`config.mk`:
```
export PLATFORM = sky130hd
export DESIGN_NAME = uart_tx_engine
export DESIGN_NICKNAME = d
export VERILOG_FILES = /design/src/rtl/uart_tx_engine.sv
export SDC_FILE = /design/constraint.sdc
export NUM_CORES = 1
export LEC_CHECK = 0
export CORE_MARGIN = 2
export CORE_UTILIZATION = 40
export DETAILED_ROUTE_END_ITERATION = 10
export GPL_TIMING_DRIVEN = 0
export MAX_ROUTING_LAYER = met4
export PLACE_DENSITY = 0.66
export SYNTH_ARGS = -nofsm -noshare
export SYNTH_HDL_FRONTEND = slang
export SYNTH_SLANG_ARGS = --single-unit
```
`constraint.sdc`:
```
create_clock -name PCLK -period 6.8 [get_ports PCLK]
set_input_delay 1.02 -clock PCLK [delete_from_list [all_inputs] [get_ports PCLK]]
set_output_delay 1.02 -clock PCLK [all_outputs]
set_load 0.03 [all_outputs]
```
`src/rtl/uart_tx_engine.sv`:
```
// uart_tx_engine: 16550-style transmit serializer with a free-running prescaled
// baud16 generator, programmable word length/parity/stop bits and live break.
module uart_tx_engine #(
    parameter int UART_PRESCALE = 0
) (
    input  logic        PCLK,
    input  logic        PRESETn,
    input  logic [7:0]  TxData,
    input  logic        TxValid,
    output logic        TxReady,
    input  logic [6:0]  LCR,
    input  logic [15:0] Divisor,
    output logic        SOUT,
    output logic        TxBusy,
    output logic        TxDone
);
    localparam int DATA_W = 8;

    typedef enum logic [2:0] {IDLE, START, DATA, PARITY, STOP} state_t;

    state_t            state, state_nxt;
    logic              pre_tick;
    logic [15:0]       div_cnt;
    logic [15:0]       div_eff;
    logic              baud_tick;
    logic [3:0]        bit_tick, bit_tick_nxt;
    logic [2:0]        bit_idx, bit_idx_nxt;
    logic [2:0]        last_idx;
    logic              stop_idx, stop_idx_nxt;
    logic              first_tick, first_tick_nxt;
    logic [DATA_W-1:0] data_snap;
    logic [5:0]        lcr_snap;
    logic              accept;
    logic              bit_end;
    logic              sout_frame;

    function automatic logic parity_bit(input logic [DATA_W-1:0] d, input logic [5:0] lcr);
        logic [DATA_W-1:0] mask;
        logic              x;
        mask = 8'hFF >> (2'd3 - lcr[1:0]);
        x    = ^(d & mask);
        if (lcr[5])
            return ~lcr[4];
        else if (lcr[4])
            return x;
        else
            return ~x;
    endfunction

    generate
        if (UART_PRESCALE == 0) begin : g_nopre
            assign pre_tick = 1'b1;
        end else begin : g_pre
            logic [UART_PRESCALE-1:0] pre_cnt;
            always_ff @(posedge PCLK) begin
                if (!PRESETn)
                    pre_cnt <= '0;
                else
                    pre_cnt <= pre_cnt + 1'b1;
            end
            assign pre_tick = &pre_cnt;
        end
    endgenerate

    // Divisor is sampled only at reload, so a change never truncates the current period.
    assign div_eff   = (Divisor == 16'd0) ? 16'd1 : Divisor;
    assign baud_tick = pre_tick && (div_cnt == 16'd0);

    always_ff @(posedge PCLK) begin
        if (!PRESETn)
            div_cnt <= '0;
        else if (pre_tick)
            div_cnt <= (div_cnt == 16'd0) ? (div_eff - 16'd1) : (div_cnt - 16'd1);
    end

    always_ff @(posedge PCLK) begin
        if (!PRESETn) begin
            state      <= IDLE;
            bit_tick   <= '0;
            bit_idx    <= '0;
            stop_idx   <= 1'b0;
            first_tick <= 1'b0;
            lcr_snap   <= '0;
        end else begin
            state      <= state_nxt;
            bit_tick   <= bit_tick_nxt;
            bit_idx    <= bit_idx_nxt;
            stop_idx   <= stop_idx_nxt;
            first_tick <= first_tick_nxt;
            if (accept)
                lcr_snap <= LCR[5:0];
        end
    end

    always_ff @(posedge PCLK) begin
        if (accept)
            data_snap <= TxData;
    end

    // The first baud16 tick after acceptance only aligns to the generator phase.
    assign accept   = TxReady && TxValid;
    assign bit_end  = baud_tick && !first_tick && (bit_tick == 4'd15);
    assign last_idx = 3'd4 + {1'b0, lcr_snap[1:0]};

    always_comb begin
        state_nxt      = state;
        bit_tick_nxt   = bit_tick;
        bit_idx_nxt    = bit_idx;
        stop_idx_nxt   = stop_idx;
        first_tick_nxt = first_tick;
        TxReady        = 1'b0;
        TxDone         = 1'b0;
        sout_frame     = 1'b1;

        if (state != IDLE && baud_tick) begin
            if (first_tick)
                first_tick_nxt = 1'b0;
            else
                bit_tick_nxt = bit_tick + 4'd1;
        end

        case (state)
            IDLE: begin
                TxReady = 1'b1;
                if (TxValid) begin
                    state_nxt      = START;
                    bit_tick_nxt   = '0;
                    bit_idx_nxt    = '0;
                    stop_idx_nxt   = 1'b0;
                    first_tick_nxt = 1'b1;
                end
            end
            START: begin
                sout_frame = 1'b0;
                if (bit_end)
                    state_nxt = DATA;
            end
            DATA: begin
                sout_frame = data_snap[bit_idx];
                if (bit_end) begin
                    if (bit_idx == last_idx)
                        state_nxt = lcr_snap[3] ? PARITY : STOP;
                    else
                        bit_idx_nxt = bit_idx + 3'd1;
                end
            end
            PARITY: begin
                sout_frame = parity_bit(data_snap, lcr_snap);
                if (bit_end)
                    state_nxt = STOP;
            end
            STOP: begin
                if (bit_end) begin
                    if (lcr_snap[2] && !stop_idx) begin
                        stop_idx_nxt = 1'b1;
                    end else begin
                        TxDone    = 1'b1;
                        state_nxt = IDLE;
                    end
                end
            end
            default: state_nxt = IDLE;
        endcase
    end

    assign SOUT   = sout_frame & ~LCR[6];
    assign TxBusy = (state != IDLE);

endmodule
```
==> results.md <==
- Vias in the first global route: 1924
- Via density: 5.432
- Critical Path End Type: output port
- Antenna diodes: 0
- Post-synth EDFFs: 8
- Slowest cell delay on critical path: 0.68 ns
- Final setup viols: 0
- GR Util met1: 22.84%
- Clock Tree Root: clkbuf_8
- Top cells by area, synth: dfxtp_1 (29%), edfxtp_1 (10%), a21oi_1 (6.7%)
- Area growth, synth to finish: 23.76%
- Maximum root-to-sink buffer count: 2
- Async SR Flop Fraction: 0%
- Most frequent cells in the layout: clkdlybuf4s50_1 (37), nor2_1 (34), dfxtp_1 (34)
- Share of the synthesized area in the top cell type: 29.31%
- Critical Path Start Type: register
- Core area: 5540 um2
- Die Height: 80.20 um
- Worst hold path class: reg -> reg
- VDD IR max: 0.0001553 V
- Clock network power share: 18.0%
- Final WL: 5.309 mm
- HPWL Detailed: 4.047 mm
- Crit Path Category: reg -> out
- DR WL/cell: 14.08 um
- Top Usage Layer GRT: met2
- Die area: 6431 um2
- Grt met3 use: 3.371%
- Switching share of power: 39.47%
- Number of port buffers: 37
- Net load switching power: 362.2 uW
- Worst EP required: 5.78 ns
- Hold buffers post-CTS: 0
- DR iter-0 viols: 80
- GRT met2 Usage: 29.50%
- GRT Total Usage: 18.02%
- Setup tns final: 0 ns
- Flop pwr share: 36.0%
- Final Max Slew Viols: 0
- ANT nets after route: 0
- RD Place Congestion: 0.8767
- Syn. warnings: 0
- Arrival @ worst endpoint: 3.03 ns
- Area leader, netlist: dfxtp_1
- # Max-Cap Violations: 0
- GR Overflow Total: 0
- Logic gate share of total power: 46.0%
- # DRC: 0
- Cts bufs inserted: 5
- First-pass GRT wire length: 8.852 mm
- Dpl ws: 2.499 ns
- Internal Power: 555.4 uW
- RSZ-0062 raised after global routing: no
- Worst Tran Pin Value: 1.141 ns
- Setup repair bufs after CTS: 0
- CTS H-tree lvls: 2
- P_leak: 1.018 nW
- CP cell instances: or4_4 -> or4_1 -> buf_6 -> nor3_4 -> and3_1 -> clkdlybuf4s50_1
- DR pass1 iterations: 4
- Commonest non-fill, non-tap cell in the layout: clkdlybuf4s50_1
- Row cnt: 27
- Sink Count: 42
- Initial antenna violation count: 0
- Crit-path slowest cell: clkdlybuf4s50_1
- Max Clk Rate: 246.9 MHz
- Post-route setup slack: 2.749 ns
- Status: finished clean
- I/O Pins: 38
- Cells after synthesis: 260
- Clk pin slew, worst setup/hold paths: 0.08 ns
- CTS tree: done
- Pwr/cell area: 319.3 nW/um2
- Share of layout cells above drive strength 1: 9.508%
- Post-cts resize count: 0
- Synth Flop Type: dfxtp_1
- Mapped Area: 2322 um2
- Synth cell types: 64
- Worst slew margin relative to its limit: 23.77%
- Design Power: 917.6 uW
- Final Critical Period: 4.051 ns
- Clock latency on the worst-skew pair: 0.29 ns
- Starting density of the core: 41.92%
- Nets: 341
- Yosys reg bits: 42
- Skew final: 0.008680 ns
- Crit path max fanout: 7
- Register area share after synthesis: 39.66%
- Final worst-path cycle share: 59.57%
- Die W: 80.20 um
- Via count: 2048
- Final Hold Vio Count: 0
- Syn nets: 297
- Largest net degree at the start of global routing: 17
- Synthesized area per cell: 8.932 um2
[per-layer routing]
layer	share of wire, %	wire length (um)
met1	47	2472
met2	47	2477
met3	5.6	296
met4	1.2	63
met5	0	0
[per-stage QoR]
stage,hold slack (ns),instances,cell area (um2),utilization [%]
after CTS,0.4730,377,2874,51.87
after detailed placement,0.4640,369,2783,50.23
after global placement,0.4505,369,2783,50.23
final,0.4688,377,2874,51.87
after global routing,0.5033,377,2874,51.87
after floorplan,0.4280,260,2322,-
[flip-flops by register name (all words and copies together), names as in the netlist]
name / count
div_cnt: 16
data_snap: 8
lcr_snap: 6
bit_tick: 4
bit_idx: 3
state: 3
first_tick: 1
stop_idx: 1
[critical path, delay by kind of cell, from the launching register on]
family | cells | cell delay [ns]
flops | 1 | 0.33
buf+inv | 2 | 0.85
simple gates | 4 | 1.56
[cell families after synthesis]
logic type | Yosys count | share of synthesized area [%]
AO/OA/AOI/OAI | 66 | 19.18
XOR/XNOR | 19 | 7.759
adder cells (fa/ha/maj) | 3 | 1.617
buffers and inverters | 15 | 2.963
flip-flops | 42 | 39.66
multiplexers | 6 | 3.718
AND/OR/NAND/NOR | 109 | 25.11
[power by group through the flow]
| stage | registers, mW | clock network, mW | logic [mW] |
|---|---|---|---|
| after detailed placement | 0.336 | 0 | 0.421 |
| after global placement | 0.335 | 0 | 0.416 |
| after global routing | 0.336 | 0.181 | 0.471 |
| after CTS | 0.330 | 0.171 | 0.423 |
| final | 0.331 | 0.165 | 0.422 |
| after floorplan | 0.324 | 0 | 0.328 |
[worst paths after layout]
check,startpoint,end,slack (ns),cells past startpoint
setup / recovery,div_cnt[11]$_SDFF_PN0_,TxDone,2.75,6
hold / removal,lcr_snap[5]$_SDFFE_PN0P_,lcr_snap[5]$_SDFFE_PN0P_,0.47,2
setup reg to reg,div_cnt[8]$_SDFF_PN0_,div_cnt[14]$_SDFF_PN0_,3.18,12
hold reg to reg,lcr_snap[5]$_SDFFE_PN0P_,lcr_snap[5]$_SDFFE_PN0P_,0.47,2
[cell usage after synthesis (3+ instances only)]
| cell | n |
|---|---|
| a21oi_1 | 31 |
| a31o_1 | 3 |
| clkbuf_1 | 4 |
| dfxtp_1 | 34 |
| edfxtp_1 | 8 |
| ha_1 | 3 |
| inv_1 | 7 |
| mux2i_1 | 3 |
| nand2_1 | 25 |
| nand3_1 | 4 |
| nand4_1 | 6 |
| nor2_1 | 34 |
| nor3_1 | 8 |
| nor4_1 | 4 |
| o21a_1 | 3 |
| o21ai_0 | 3 |
| o21ai_1 | 3 |
| or3_1 | 4 |
| xnor2_1 | 11 |
| xor2_1 | 7 |
[cell type report]
| class | count | area, um2 |
|---|---|---|
| buffer | 7 | 38.79 |
| clock buffer | 7 | 86.33 |
| clock inverter | 1 | 5.005 |
| fill | 582 | 2666 |
| inverter | 8 | 30.03 |
| multi-input combinational | 203 | 1333 |
| sequential | 42 | 920.9 |
| tap | 72 | 90.09 |
| timing repair buffer | 37 | 370.4 |
No activity file was read; power rests on OpenSTA's default activity.
